File: src/rtl/controller_rd_if.sv
// Read-side FIFO controller bus: read request/status plus the Gray pointers crossing domains.
// almost_empty is present only when CONTROLLER_RD_ALMOST_EMPTY_EN is defined.
interface controller_rd_if #(
  parameter int unsigned PTRWIDTH = 4
);
  logic                pop;
  logic [PTRWIDTH:0]   wrptr_gray;
  logic                empty;
  logic [PTRWIDTH:0]   rdptr_bin;
  logic [PTRWIDTH:0]   rdptr_gray;
  logic                rd_valid;
  logic [PTRWIDTH:0]   rd_level;
  logic                underflow;
`ifdef CONTROLLER_RD_ALMOST_EMPTY_EN
  logic                almost_empty;

  modport master (
    output pop, wrptr_gray,
    input  empty, rdptr_bin, rdptr_gray, rd_valid, rd_level, underflow, almost_empty
  );
  modport slave (
    input  pop, wrptr_gray,
    output empty, rdptr_bin, rdptr_gray, rd_valid, rd_level, underflow, almost_empty
  );
`else
  modport master (
    output pop, wrptr_gray,
    input  empty, rdptr_bin, rdptr_gray, rd_valid, rd_level, underflow
  );
  modport slave (
    input  pop, wrptr_gray,
    output empty, rdptr_bin, rdptr_gray, rd_valid, rd_level, underflow
  );
`endif
endinterface

File: src/rtl/controller_rd.sv
// Async FIFO read-side controller: binary/Gray read pointer, 2-flop write-pointer sync,
// empty/level/underflow status. Optional almost_empty via CONTROLLER_RD_ALMOST_EMPTY_EN.
module controller_rd #(
  parameter int unsigned PTRWIDTH  = 4,
  parameter int unsigned AE_THRESH = 2
) (
  input  logic            rclk,
  input  logic            reset,
  controller_rd_if.slave  bus
);
  localparam int unsigned W = PTRWIDTH + 1;

  logic [W-1:0] r_wq1;
  logic [W-1:0] r_wq2;
  logic [W-1:0] r_rdptr_bin;
  logic [W-1:0] r_rdptr_gray;
  logic         r_rd_valid;
  logic         r_underflow;

  logic [W-1:0] w_wrptr_sync_bin;
  logic [W-1:0] w_rdptr_bin_next;
  logic [W-1:0] w_rd_level;
  logic         w_empty;
  logic         w_pop_ok;

  // Gray-to-binary: each bit is the XOR of all Gray bits at or above it.
  always_comb begin
    w_wrptr_sync_bin        = '0;
    w_wrptr_sync_bin[W-1]   = r_wq2[W-1];
    for (int unsigned i = 0; i < W - 1; i++) begin
      w_wrptr_sync_bin[W-2-i] = w_wrptr_sync_bin[W-1-i] ^ r_wq2[W-2-i];
    end
  end

  assign w_rdptr_bin_next = r_rdptr_bin + 1'b1;
  assign w_empty          = (r_rdptr_bin == w_wrptr_sync_bin);
  assign w_rd_level       = w_wrptr_sync_bin - r_rdptr_bin;
  assign w_pop_ok         = bus.pop & ~w_empty;

  always_ff @(posedge rclk or posedge reset) begin
    if (reset) begin
      r_wq1 <= '0;
      r_wq2 <= '0;
    end else begin
      r_wq1 <= bus.wrptr_gray;
      r_wq2 <= r_wq1;
    end
  end

  // Gray pointer is loaded from the next binary value so it leaves a register glitch-free.
  always_ff @(posedge rclk or posedge reset) begin
    if (reset) begin
      r_rdptr_bin  <= '0;
      r_rdptr_gray <= '0;
      r_rd_valid   <= 1'b0;
      r_underflow  <= 1'b0;
    end else begin
      r_rd_valid <= w_pop_ok;
      if (w_pop_ok) begin
        r_rdptr_bin  <= w_rdptr_bin_next;
        r_rdptr_gray <= w_rdptr_bin_next ^ (w_rdptr_bin_next >> 1);
      end
      if (bus.pop && w_empty) begin
        r_underflow <= 1'b1;
      end
    end
  end

  assign bus.empty      = w_empty;
  assign bus.rdptr_bin  = r_rdptr_bin;
  assign bus.rdptr_gray = r_rdptr_gray;
  assign bus.rd_valid   = r_rd_valid;
  assign bus.rd_level   = w_rd_level;
  assign bus.underflow  = r_underflow;

`ifdef CONTROLLER_RD_ALMOST_EMPTY_EN
  assign bus.almost_empty = (w_rd_level <= W'(AE_THRESH));
`endif

endmodule

File: src/flat_wrapper.sv
// flat-port wrapper written by rule: the top's interface ports become plain ports
module controller_rd_flat 
#(
  parameter int unsigned PTRWIDTH  = 4,
  parameter int unsigned AE_THRESH = 2
)
  (rclk, reset, bus_pop, bus_wrptr_gray, bus_empty, bus_rdptr_bin, bus_rdptr_gray, bus_rd_valid, bus_rd_level, bus_underflow);
  controller_rd_if #(.PTRWIDTH(PTRWIDTH)) bus_i ();
  input  logic rclk;
  input  logic reset;
  input wire logic [$bits(bus_i.pop)-1:0] bus_pop;
  input wire logic [$bits(bus_i.wrptr_gray)-1:0] bus_wrptr_gray;
  output wire logic [$bits(bus_i.empty)-1:0] bus_empty;
  output wire logic [$bits(bus_i.rdptr_bin)-1:0] bus_rdptr_bin;
  output wire logic [$bits(bus_i.rdptr_gray)-1:0] bus_rdptr_gray;
  output wire logic [$bits(bus_i.rd_valid)-1:0] bus_rd_valid;
  output wire logic [$bits(bus_i.rd_level)-1:0] bus_rd_level;
  output wire logic [$bits(bus_i.underflow)-1:0] bus_underflow;
  assign bus_i.pop = bus_pop;
  assign bus_i.wrptr_gray = bus_wrptr_gray;
  assign bus_empty = bus_i.empty;
  assign bus_rdptr_bin = bus_i.rdptr_bin;
  assign bus_rdptr_gray = bus_i.rdptr_gray;
  assign bus_rd_valid = bus_i.rd_valid;
  assign bus_rd_level = bus_i.rd_level;
  assign bus_underflow = bus_i.underflow;
  controller_rd #(.PTRWIDTH(PTRWIDTH), .AE_THRESH(AE_THRESH)) u_core (.rclk(rclk), .reset(reset), .bus(bus_i));
endmodule
File: config.mk
export PLATFORM = sky130hd
export DESIGN_NAME = controller_rd_flat
export DESIGN_NICKNAME = d
export VERILOG_FILES = /design/src/rtl/controller_rd_if.sv /design/src/rtl/controller_rd.sv /design/src/flat_wrapper.sv
export SDC_FILE = /design/constraint.sdc
export NUM_CORES = 1
export LEC_CHECK = 0
export CAP_MARGIN = 5
export CORE_ASPECT_RATIO = 0.8
export CORE_MARGIN = 5
export CORE_UTILIZATION = 50
export CTS_CLUSTER_SIZE = 25
export DETAILED_ROUTE_END_ITERATION = 10
export PLACE_DENSITY = 0.93
export SLEW_MARGIN = 10
export SYNTH_ARGS = -nofsm -noshare
export SYNTH_HDL_FRONTEND = slang
export SYNTH_SLANG_ARGS = --single-unit
File: constraint.sdc
create_clock -name rclk -period 5.3 [get_ports rclk]
set_clock_uncertainty 0.15 [all_clocks]
set_input_delay 1.06 -clock rclk [delete_from_list [all_inputs] [get_ports rclk]]
set_output_delay 1.06 -clock rclk [all_outputs]
set_load 0.02 [all_outputs]
==> run summary <==
Min Tclk post-route: 4.269 ns
Unrepaired setup endpoints after global routing: false
Core area: 1892 um2
Post-route DRC: 0
Synth-to-Final Area Change: 29.61%
Rows: 14
Final worst slack: 1.031 ns
Vias per Instance: 5.111
DR iter-0 viols: 12
Yosys top cell by area: dfrtp_1
CP cell instances: xor2_2, xor2_2, xnor2_2, xor2_1, ha_1, fa_1, inv_1, a21o_1, a21oi_1, xor2_1, clkdlybuf4s50_1
Cell Count, Final, Fillers Out: 135
Arr. time, crit path: 3.06 ns
Routed wire length: 1926 um
Die X: 59.93 um
WL/cell: 14.27 um
Most frequent cells in the layout: clkdlybuf4s50_1, dfrtp_1, inv_1
Crit start category: flip-flop
Static leakage: 0.5921 nW
Net Count, Synth: 98
Clk sink count: 21
Dpl cells: 131
Post-detail-place hpwl: 1542 um
Synthesized cell area: 997.2 um2
Worst Setup End Kind: output port
Synth Register Bits: 21
Resized cells post-CTS: 0
Fin. max-slew vios: 0
Initial antenna violation count: 0
Netlist cell types: 22
Die Area: 2993 um2
# hold bufs at CTS: 0
Remaining Overflow, GRT: 0
Num ports: 26
Slowest CP cell: clkdlybuf4s50_1
Status: completed
Final period util: 80.54%
Worst vdd ir: 0.4989 mV
Layout cell share with drive strength beyond 1: 9.910%
Synthesis Warnings: 0
Most common cell after layout, fill and taps aside: clkdlybuf4s50_1
Number of post-CTS setup repair buffers: 0
Worst EP required: 4.09 ns
Worst slack, placed: 1.333 ns
Vias: 690
PD cells: 719.6 nW/um2
Syn_area_per_cell: 11.87 um2
CTS tree: done
FMAX: 234.3 MHz
Actual slew at the worst max-slew pin: 0.7574 ns
Gate Count Post-Synth: 84
Largest net degree at the start of global routing: 22
Die Ht: 49.95 um
CP peak stage delay: 0.62 ns
Clk_lat worst skew: 0.30 ns
Max-cap violations: 0
Area contributors post-synth: dfrtp_1, xnor2_1, ha_1
I/O Buffers: 25
Final setup vio count: 0
Vias in the first global route: 761
Total iterations of the first detailed-routing run: 4
Min-delay worst type: flip-flop to flip-flop
Final ANT Viol Nets: 0
# nets final: 126
Post-route setup TNS: 0 ns
H-tree depth: 1
Relative max-transition margin: 49.45%
Ant diodes: 0
Initial Utilization: 52.71%
Root Driver: clkbuf_4
Worst-path clk slew: 0.11 ns
Layout fillers: 141
Hold Vio Cnt, Final: 0
Register area share after synthesis: 52.70%
TritonCTS Buffers: 3
Yosys top cell area share: 52.70%
Kind of critical path: flip-flop to output port
Gr usage total: 15.07%
Crit path max fanout: 3
First-pass GRT wire length: 3332 um
CTS max path bufs: 2
Final Util: 68.32%
Routability cong.: 0.8115
metrics by stage:
step                      cell area, um2  hold WS [ns]  power, mW
after floorplan                    997.2        0.1812     0.6223
after global placement              1265        0.1822     0.8315
after detailed placement            1265        0.1855     0.8634
after CTS                           1292        0.2117     0.9408
after global routing                1292        0.2317     0.9920
final                               1292        0.2096     0.9301
where the power goes:
| part | leakage (nW) | switching [mW] | internal [mW] |
|---|---|---|---|
| registers | 0.247 | 0.0538 | 0.205 |
| clock network | 0.0177 | 0.0472 | 0.0281 |
| logic | 0.328 | 0.303 | 0.292 |
| total | 0.592 | 0.404 | 0.526 |
kinds of logic after synthesis:
family          Yosys count  synth area share, %
fa+ha+maj                 6                8.281
mux                       1                1.129
buf+inv                  13                5.395
compound gates           12                8.030
flops                    21                52.70
simple gates             13                6.398
xor+xnor                 18                18.07
layer usage:
metal	share of wire (%)	vias to the layer above	track usage (%)
met1	37	339	17.00
met4	1.8	0	7.380
li1	-	320	-
met3	6.5	4	4.439
met2	54	27	25.36
met5	0	-	0
cell usage after synthesis:
master     number
buf_4           1
xnor2_1         9
o21ai_2         1
nand4_1         2
dfrtp_1        21
inv_1          11
nor2_1          3
nand3_1         1
ha_1            5
a21o_1          3
xor2_1          6
nor4_2          1
xor2_2          2
fa_1            1
a2bb2oi_1       1
buf_2           1
o21ai_0         4
mux2_2          1
a21bo_2         1
a21oi_1         2
nand2_1         6
xnor2_2         1
path summary, 6_finish.rpt:
kind                       slack (ns)       startpoint                        to  cells after the start
max                              1.03  u_core.r_wq2[3]           bus_rd_level[4]                     11
min in group asynchronous        1.02            reset  u_core.bus.rdptr_gray[3]                      2
max in group asynchronous        3.49            reset           u_core.r_wq1[0]                      2
max reg2reg                      2.52  u_core.r_wq2[3]   u_core.bus.rdptr_bin[1]                      8
min                              0.21  u_core.r_wq1[2]           u_core.r_wq2[2]                      0
min reg2reg                      0.21  u_core.r_wq1[2]           u_core.r_wq2[2]                      0
state kept, by name, indices dropped and copies added (netlist names):
name / cells
u_core.r_wq1: 5
u_core.bus.rd_valid: 1
u_core.r_wq2: 5
u_core.bus.rdptr_bin: 4
u_core.bus.underflow: 1
u_core.bus.rdptr_gray: 5
layout make-up:
class	count	area (um2)	share of cell area, %
well taps	24	30.03	2.323
repair buffers	25	250.2	19.36
clock inverters	1	5.005	0.3872
flip-flops and latches	21	525.5	40.66
inverters	11	41.29	3.195
multi-input cells	50	417.9	32.33
clock buffers	3	22.52	1.742
worst max-delay path: cells and delay by family, from the launching register on:
family | cells | cell delay [ns]
xor+xnor | 5 | 0.96
buf+inv | 2 | 0.67
fa+ha+maj | 2 | 0.41
flops | 1 | 0.41
compound gates | 2 | 0.31
Power figures use the tool's default switching activity.
